<file path="config.mk">
export PLATFORM = sky130hd
export DESIGN_NAME = roz_vram_scheduler
export DESIGN_NICKNAME = d
export VERILOG_FILES = /design/src/rtl/roz_vram_scheduler.sv
export SDC_FILE = /design/constraint.sdc
export NUM_CORES = 1
export LEC_CHECK = 0
export BUFFER_PORTS_ARGS = -buffer_cell sky130_fd_sc_hd__buf_2
export CAP_MARGIN = 5
export CORE_UTILIZATION = 45
export DETAILED_ROUTE_END_ITERATION = 8
export GPL_TIMING_DRIVEN = 0
export PLACE_DENSITY = 0.73
export REMOVE_ABC_BUFFERS = 1
export SYNTH_ARGS = -nofsm -noshare
export SYNTH_HDL_FRONTEND = slang
export SYNTH_SLANG_ARGS = --single-unit
</file>
<file path="constraint.sdc">
create_clock -name clk -period 4.5 [get_ports clk]
set_clock_uncertainty 0.2 [all_clocks]
set_input_delay 0.45 -clock clk [delete_from_list [all_inputs] [get_ports clk]]
set_output_delay 0.45 -clock clk [all_outputs]
set_load 0.05 [all_outputs]
</file>
<file path="src/rtl/roz_vram_scheduler.sv">
// roz_vram_scheduler: slotted arbiter sharing the ROZ tilemap SRAM between the CPU port and
// the video fetch pipeline. One SRAM access per ce_13m slot; completion is pipelined with the
// next slot's address phase.
module roz_vram_scheduler #(
    parameter int unsigned              SlotBits = 3,
    parameter logic [(2**SlotBits)-1:0] CpuSlots = 8'b1000_1000,
    parameter bit                       Donate   = 1'b1
) (
    input  logic        clk,
    input  logic        reset,
    input  logic        ce_13m_i,
    input  logic        hsync_n_i,
    input  logic        cpu_req_i,
    input  logic        cpu_we_i,
    input  logic [11:0] cpu_addr_i,
    input  logic [15:0] cpu_din_i,
    input  logic        cpu_uds_n_i,
    input  logic        cpu_lds_n_i,
    output logic        cpu_busy_o,
    output logic        cpu_ack_o,
    output logic [15:0] cpu_dout_o,
    input  logic        vid_req_i,
    input  logic [11:0] vid_addr_i,
    output logic        vid_ack_o,
    output logic [15:0] vid_data_o,
    output logic [11:0] sa_o,
    input  logic [15:0] sd_i,
    output logic [15:0] sdout_o,
    output logic        weup_n_o,
    output logic        welo_n_o
);
    typedef enum logic [1:0] {AccIdle, AccCpu, AccVid} acc_e;

    acc_e                acc_q, acc_d;
    logic [SlotBits-1:0] slot_q, slot_d, slot_now;
    logic                hs_q, hs_d;
    logic                busy_q, busy_d;
    logic                req_we_q, req_we_d;
    logic [11:0]         req_addr_q, req_addr_d;
    logic [15:0]         req_din_q, req_din_d;
    logic                req_uds_q, req_uds_d, req_lds_q, req_lds_d;
    logic                acc_we_q, acc_we_d;
    logic [11:0]         sa_q, sa_d;
    logic [15:0]         sdout_q, sdout_d;
    logic                weup_q, weup_d, welo_q, welo_d;
    logic                cpu_ack_q, cpu_ack_d, vid_ack_q, vid_ack_d;
    logic [15:0]         cpu_dout_q, cpu_dout_d, vid_data_q, vid_data_d;
    logic                cpu_slot, cpu_pend;

    // Slot selection, grant decision, completion and CPU request latching.
    always_comb begin
        acc_d      = acc_q;
        slot_d     = slot_q;
        hs_d       = hs_q;
        busy_d     = busy_q;
        req_we_d   = req_we_q;
        req_addr_d = req_addr_q;
        req_din_d  = req_din_q;
        req_uds_d  = req_uds_q;
        req_lds_d  = req_lds_q;
        acc_we_d   = acc_we_q;
        sa_d       = sa_q;
        sdout_d    = sdout_q;
        weup_d     = weup_q;
        welo_d     = welo_q;
        cpu_ack_d  = 1'b0;
        vid_ack_d  = 1'b0;
        cpu_dout_d = cpu_dout_q;
        vid_data_d = vid_data_q;

        // A sampled hsync rising edge renumbers the current slot as 0.
        slot_now = (!hs_q && hsync_n_i) ? '0 : slot_q;
        cpu_slot = CpuSlots[slot_now];
        // Latched but not yet granted; an in-flight CPU access must not be granted again.
        cpu_pend = busy_q && (acc_q != AccCpu);

        if (ce_13m_i) begin
            hs_d   = hsync_n_i;
            slot_d = slot_now + 1'b1;
            acc_d  = AccIdle;
            weup_d = 1'b1;
            welo_d = 1'b1;

            unique case (acc_q)
                AccCpu: begin
                    cpu_ack_d = 1'b1;
                    busy_d    = 1'b0;
                    if (!acc_we_q) cpu_dout_d = sd_i;
                end
                AccVid: begin
                    vid_ack_d  = 1'b1;
                    vid_data_d = sd_i;
                end
                default: ;
            endcase

            if (cpu_slot && cpu_pend) begin
                acc_d    = AccCpu;
                acc_we_d = req_we_q;
                sa_d     = req_addr_q;
                if (req_we_q) begin
                    sdout_d = req_din_q;
                    weup_d  = req_uds_q;
                    welo_d  = req_lds_q;
                end
            end else if (vid_req_i && (!cpu_slot || Donate)) begin
                acc_d = AccVid;
                sa_d  = vid_addr_i;
            end
        end

        // Completion only ever clears a busy flag that was already set, so no conflict here.
        if (cpu_req_i && !busy_q) begin
            busy_d     = 1'b1;
            req_we_d   = cpu_we_i;
            req_addr_d = cpu_addr_i;
            req_din_d  = cpu_din_i;
            req_uds_d  = cpu_uds_n_i;
            req_lds_d  = cpu_lds_n_i;
        end
    end

    // State register with synchronous active-high reset.
    always_ff @(posedge clk) begin
        if (reset) begin
            acc_q      <= AccIdle;
            slot_q     <= '0;
            hs_q       <= 1'b1;
            busy_q     <= 1'b0;
            req_we_q   <= 1'b0;
            req_addr_q <= '0;
            req_din_q  <= '0;
            req_uds_q  <= 1'b1;
            req_lds_q  <= 1'b1;
            acc_we_q   <= 1'b0;
            sa_q       <= '0;
            sdout_q    <= '0;
            weup_q     <= 1'b1;
            welo_q     <= 1'b1;
            cpu_ack_q  <= 1'b0;
            vid_ack_q  <= 1'b0;
            cpu_dout_q <= '0;
            vid_data_q <= '0;
        end else begin
            acc_q      <= acc_d;
            slot_q     <= slot_d;
            hs_q       <= hs_d;
            busy_q     <= busy_d;
            req_we_q   <= req_we_d;
            req_addr_q <= req_addr_d;
            req_din_q  <= req_din_d;
            req_uds_q  <= req_uds_d;
            req_lds_q  <= req_lds_d;
            acc_we_q   <= acc_we_d;
            sa_q       <= sa_d;
            sdout_q    <= sdout_d;
            weup_q     <= weup_d;
            welo_q     <= welo_d;
            cpu_ack_q  <= cpu_ack_d;
            vid_ack_q  <= vid_ack_d;
            cpu_dout_q <= cpu_dout_d;
            vid_data_q <= vid_data_d;
        end
    end

    assign cpu_busy_o = busy_q;
    assign cpu_ack_o  = cpu_ack_q;
    assign cpu_dout_o = cpu_dout_q;
    assign vid_ack_o  = vid_ack_q;
    assign vid_data_o = vid_data_q;
    assign sa_o       = sa_q;
    assign sdout_o    = sdout_q;
    assign weup_n_o   = weup_q;
    assign welo_n_o   = welo_q;

endmodule

</file>
==> results.py, run 1 <==
metrics = {
    "timing": {
        "hold_viol_final": 0,
        "setup_violations": 0,
        "min_period_ns": 2.17,
        "rsz0062_at_grt": "no",
        "timing.hold.ws_ns": 0.116,
        "max_freq_mhz": 460,
        "slew_viol_final": 0,
        "fin_crit_sh_pct": 48.3,
        "fin_setup_tns_ns": 0,
        "tightest_slew_ns": 1.24,
        "slew_headroom_pct": 17.5,
    },
    "run": {
        "drv_cap": 0,
    },
    "logic_synthesis": {
        "avgSynthCellArea_sq_um": 8.18,
        "synth_edf_count": 0,
        "synth-seq-cells": 102,
        "yosysWarnings": 0,
        "async_reset_ff_share_pct": 0,
        "seq_area_frac_synth_pct": 54.3,
        "yosys.cell_types.count": 32,
        "synth_cells": 460,
        "synth_area_sq_um": 3760,
        "synthFlopType": "dfxtp_1",
    },
    "grt": {
        "grt_first_pass_wirelength_microns": 14300,
        "antenna_found_initial": 0,
        "grt_max_degree": 96,
        "grt_busiest_layer": "met2",
        "grt.met3_usage_pct": 4.15,
        "grt_use_met1_pct": 26.3,
        "gr-usage-all-layers_pct": 20.6,
        "grt_overflow": 0,
        "first_global_vias": 3141,
        "grt_use_met2_pct": 35.0,
    },
    "detailed_routing": {
        "initialDrtViolationCount": 109,
        "ant_nets": 0,
        "routedWlPerCell_microns": 13.0,
        "drt_first_pass_iters": 4,
        "drt-total-wl_microns": 8780,
        "vias": 3372,
        "avgViaCountPerCell": 4.98,
        "drc_errors": 0,
    },
    "clock_network": {
        "cts.path.max_buffers": 2,
        "cts_tree": "done",
        "cts_setup_buffers": 0,
        "clk_latency_ns": 0.35,
        "post_cts_resized": 0,
        "clkTransAtPathRegs_ns": 0.10,
        "cts.sinks": 102,
        "cts_root_buf": "clkbuf_8",
        "ctsHoldBuffers": 0,
        "cts_buffers": 9,
        "htreeDepth": 3,
    },
    "die": {
        "core_area_sq_um": 7890,
        "io_pins": 130,
        "rows": 32,
        "fp.dieW_microns": 93.5,
        "dieArea_sq_um": 8730,
        "initial_core_util_pct": 47.7,
        "die_y_microns": 93.5,
    },
    "outcome": {
        "status": "completed",
    },
    "pwr": {
        "p_total_uw": 1710,
        "ir_drop_v": 0.000167,
        "pwr_density_cell_nw_per_um2": 370,
        "leakagePower_uw": 0.00196,
    },
    "worst_hold_path": {
        "min_path_type": "input port to flip-flop",
    },
    "cells_and_area": {
        "antennaDiodeCount": 0,
        "final_common_cell": "nand2_1",
        "layout_common_cells": "nand2_1, buf_2, dfxtp_1",
        "stdcell_area_sq_um": 4620,
        "syn_to_final_growth_pct": 22.7,
        "num-nets-final": 636,
        "drive_gt1_share_pct": 27.8,
    },
    "setup_path": {
        "cp-start-kind": "flip-flop",
        "cp-end-kind": "flip-flop",
        "cp.required_ns": 4.54,
        "critPathMaxFanout": 18,
        "arrival_ns": 2.21,
        "critPathKind": "flip-flop to flip-flop",
    },
    "placement": {
        "port_buffers": 129,
        "hpwl_microns": 5880,
        "placed_area_sq_um": 4410,
        "place_congestion": 0.771,
    },
}
## layout make-up
class | instances | area, sq um
timing repair buffer | 130 | 663
sequential | 102 | 2040
clock inverter | 6 | 68.8
clock buffer | 10 | 138
tap | 102 | 128
multi-input combinational | 327 | 1580
fill | 740 | 3270
## synth_stat cells (4+ instances only)
master,number,share of area (%)
a21oi_1,97,13
and2_1,4,0.66
buf_1,5,0.50
buf_2,9,1.2
clkbuf_1,14,1.4
dfxtp_1,102,54
nand2_1,171,17
nand2b_1,7,1.2
nor2_1,8,0.80
o22ai_1,4,0.66
o2bb2ai_1,8,1.9
## cell families (layout without fill, tap and decap cells)
| family | count (synthesis) | in the layout | share of synthesized area, % |
|---|---|---|---|
| AND/OR/NAND/NOR | 205 | 205 | 23.1 |
| AO/OA/AOI/OAI | 120 | 120 | 18.2 |
| flip-flops | 102 | 102 | 54.3 |
| buffers and inverters | 31 | 146 | 3.89 |
| adder cells (fa/ha/maj) | 1 | 1 | 0.332 |
| multiplexers | 1 | 1 | 0.266 |
## flip-flops by register name, summed over array words and instances, names as in the netlist
name        count
sa_o           12
acc_we_q        1
req_addr_q     12
cpu_dout_o     16
vid_ack_o       1
cpu_busy_o      1
req_lds_q       1
slot_q          2
req_we_q        1
req_uds_q       1
sdout_o        16
cpu_ack_o       1
acc_q           2
weup_n_o        1
welo_n_o        1
vid_data_o     16
req_din_q      16
hs_q            1
## power by group
part	switching [uW]	leakage, uW	total, uW	internal (uW)
Combinational	112	0.00102	172	59.5
Sequential	16.5	0.000830	949	933
Clock	310	0.000103	587	276
Total	439	0.00196	1710	1270
## path summary, 6_finish.rpt
path	start	endpoint	slack (ns)	depth (start not counted)
max	hs_q	welo_n_o	2.33	7
min	cpu_uds_n_i	req_uds_q	0.12	3
max reg2reg	hs_q	welo_n_o	2.33	7
min reg2reg	req_din_q[8]	sdout_o[8]	0.25	2
## critical path: stages (launching register included)
cell	delay, ns
dfxtp_1	0.33
nand2b_1	0.12
and2_1	0.15
ha_1	0.16
nand2_1	0.12
or3_1	0.67
o22ai_1	0.22
nand2b_1	0.08
## metal layers
layer	wire length, microns	share of wire [%]
met3	478	5.4
met4	110	1.3
met5	0	0
met2	4180	48
met1	4020	46
## stage by stage
step / std cells / util, % / worst slack, ns
after floorplan: 429 / - / 2.36
after global placement: 660 / 55.7 / 1.55
after detailed placement: 661 / 55.9 / 2.12
after CTS: 677 / 58.5 / 2.31
after global routing: 677 / 58.5 / 2.10
final: 677 / 58.5 / 2.33
Note: power is estimated with default switching activity, not from simulation.
==> inputs of run 2 (changes only) <==
clock period = 2.15 ns   (was 4.5 ns; I/O delays follow)
==> run 2 against run 1 <==
  * Critical endpoint is now sa_o[2]
  * Combinational power grew to 2.5 times the previous value
  * Total power is 110% higher
  * Sequential share of layout area is 4.8 points lower
==> results.py, run 2 (synthesized netlist as in run 1, its figures left out) <==
metrics = {
    "detailed_routing": {
        "drc_errors": 0,
        "drt_first_pass_iters": 6,
        "vias": 3607,
        "routedWlPerCell_microns": 13.2,
        "drt-total-wl_microns": 9610,
        "ant_nets": 0,
        "avgViaCountPerCell": 4.95,
        "initialDrtViolationCount": 118,
    },
    "die": {
        "initial_core_util_pct": 47.7,
        "dieArea_sq_um": 8730,
        "fp.dieW_microns": 93.5,
        "core_area_sq_um": 7890,
        "rows": 32,
        "die_y_microns": 93.5,
        "io_pins": 130,
    },
    "pwr": {
        "leakagePower_uw": 0.00218,
        "comb_power_share_pct": 12.0,
        "net-switching-power_uw": 947,
        "ir_drop_v": 0.000391,
        "pwr_density_cell_nw_per_um2": 708,
        "switching_share_pct": 25.8,
        "power_frac_seq_pct": 54.2,
        "clock_power_share_pct": 33.8,
        "p_int_uw": 2720,
        "p_total_uw": 3660,
    },
    "cells_and_area": {
        "num-nets-final": 688,
        "stdcell_area_sq_um": 5170,
        "antennaDiodeCount": 0,
        "final_common_cell": "nand2_1",
        "syn_to_final_growth_pct": 37.5,
        "layout_common_cells": "nand2_1, buf_2, dfxtp_1",
        "drive_gt1_share_pct": 26.3,
    },
    "grt": {
        "first_global_vias": 3407,
        "grt_overflow": 0,
        "gr-usage-all-layers_pct": 22.6,
        "grt_first_pass_wirelength_microns": 15600,
        "antenna_found_initial": 0,
        "grt_max_degree": 96,
    },
    "timing": {
        "min_period_ns": 2.03,
        "setup_violations": 0,
        "max_freq_mhz": 493,
        "hold_viol_final": 0,
        "fin_crit_sh_pct": 94.3,
        "slew_viol_final": 0,
        "tightest_slew_ns": 0.961,
        "rsz0062_at_grt": "no",
        "fin_ws_ns": 0.123,
        "slew_headroom_pct": 35.9,
    },
    "clock_network": {
        "clkTransAtPathRegs_ns": 0.10,
        "clk_latency_ns": 0.35,
        "cts.sinks": 102,
        "cts_tree": "done",
        "cts.path.max_buffers": 2,
        "htreeDepth": 3,
        "cts_root_buf": "clkbuf_8",
        "cts_buffers": 9,
    },
    "placement": {
        "port_buffers": 129,
        "placed_area_sq_um": 4410,
        "place_congestion": 0.771,
        "hpwl_microns": 5880,
        "pre_cts_ws_ns": -0.0115,
    },
    "setup_path": {
        "cp-start-kind": "flip-flop",
        "cp-end-kind": "flip-flop",
        "cp.required_ns": 2.21,
        "critPathKind": "flip-flop to flip-flop",
        "arrival_ns": 2.08,
        "critPathMaxFanout": 11,
    },
    "worst_hold_path": {
        "min_path_type": "input port to flip-flop",
    },
    "outcome": {
        "status": "completed",
    },
    "run": {
        "drv_cap": 0,
    },
}
==> run 2: critical path, stage by stage (launching register included) <==
cell and delay (ns):
dfxtp_1 0.32, nand2b_1 0.15, and2_1 0.17, ha_1 0.21, and2_4 0.21, a21o_1 0.22
and2_1 0.20, o221a_2 0.25
==> run 2: routing by layer <==
layer | vias up | share of wire [%] | GRT usage, %
li1 | 1841 | - | -
met5 | - | 0 | 0
met2 | 117 | 49 | 40.0
met1 | 1633 | 43 | 27.5
met3 | 16 | 5.4 | 4.07
met4 | 0 | 1.6 | 7.69
==> run 2: final cells by class <==
cell class / instances / area, sq um
fill: 659 / 2710
multi-input combinational: 327 / 1600
timing repair buffer: 182 / 1190
clock buffer: 10 / 138
clock inverter: 6 / 68.8
sequential: 102 / 2040
tap: 102 / 128
==> run 2: worst paths after layout <==
path / slack (ns) / startpoint / depth (start not counted) / to
worst max-delay path: 0.12 / hs_q / 7 / sa_o[2]
worst min-delay path: 0.01 / vid_addr_i[11] / 3 / sa_o[11]
worst max register to register: 0.12 / hs_q / 7 / sa_o[2]
worst min register to register: 0.24 / req_din_q[8] / 2 / sdout_o[8]
==> run 2: power groups by stage <==
stage	Sequential (uW)	Clock, uW	Combinational (uW)
final	1990	1240	438
after global routing	2000	1340	477
after CTS	1990	1260	435
after detailed placement	2030	0	362
after global placement	2030	0	351
after floorplan	2100	0	127
==> run 2: repair_timing <==
item,4_1_cts,5_1_grt
resized for setup,3,4
setup buffers,0,1
setup endpoints to repair,22,74
hold buffers,51,0
hold endpoints to repair,67,0
pin swaps,0,1
==> run 2: metrics by stage <==
step | setup TNS [ns] | hold slack, ns | instances | utilization [%]
after detailed placement | -0.0303 | 0.243 | 661 | 55.9
after global placement | -18.72 | 0.236 | 660 | 55.7
after CTS | 0 | 0.00398 | 728 | 65.2
after global routing | 0 | 0.00734 | 729 | 65.6
final | 0 | 0.0136 | 729 | 65.6
after floorplan | 0 | 0.0841 | 429 | -
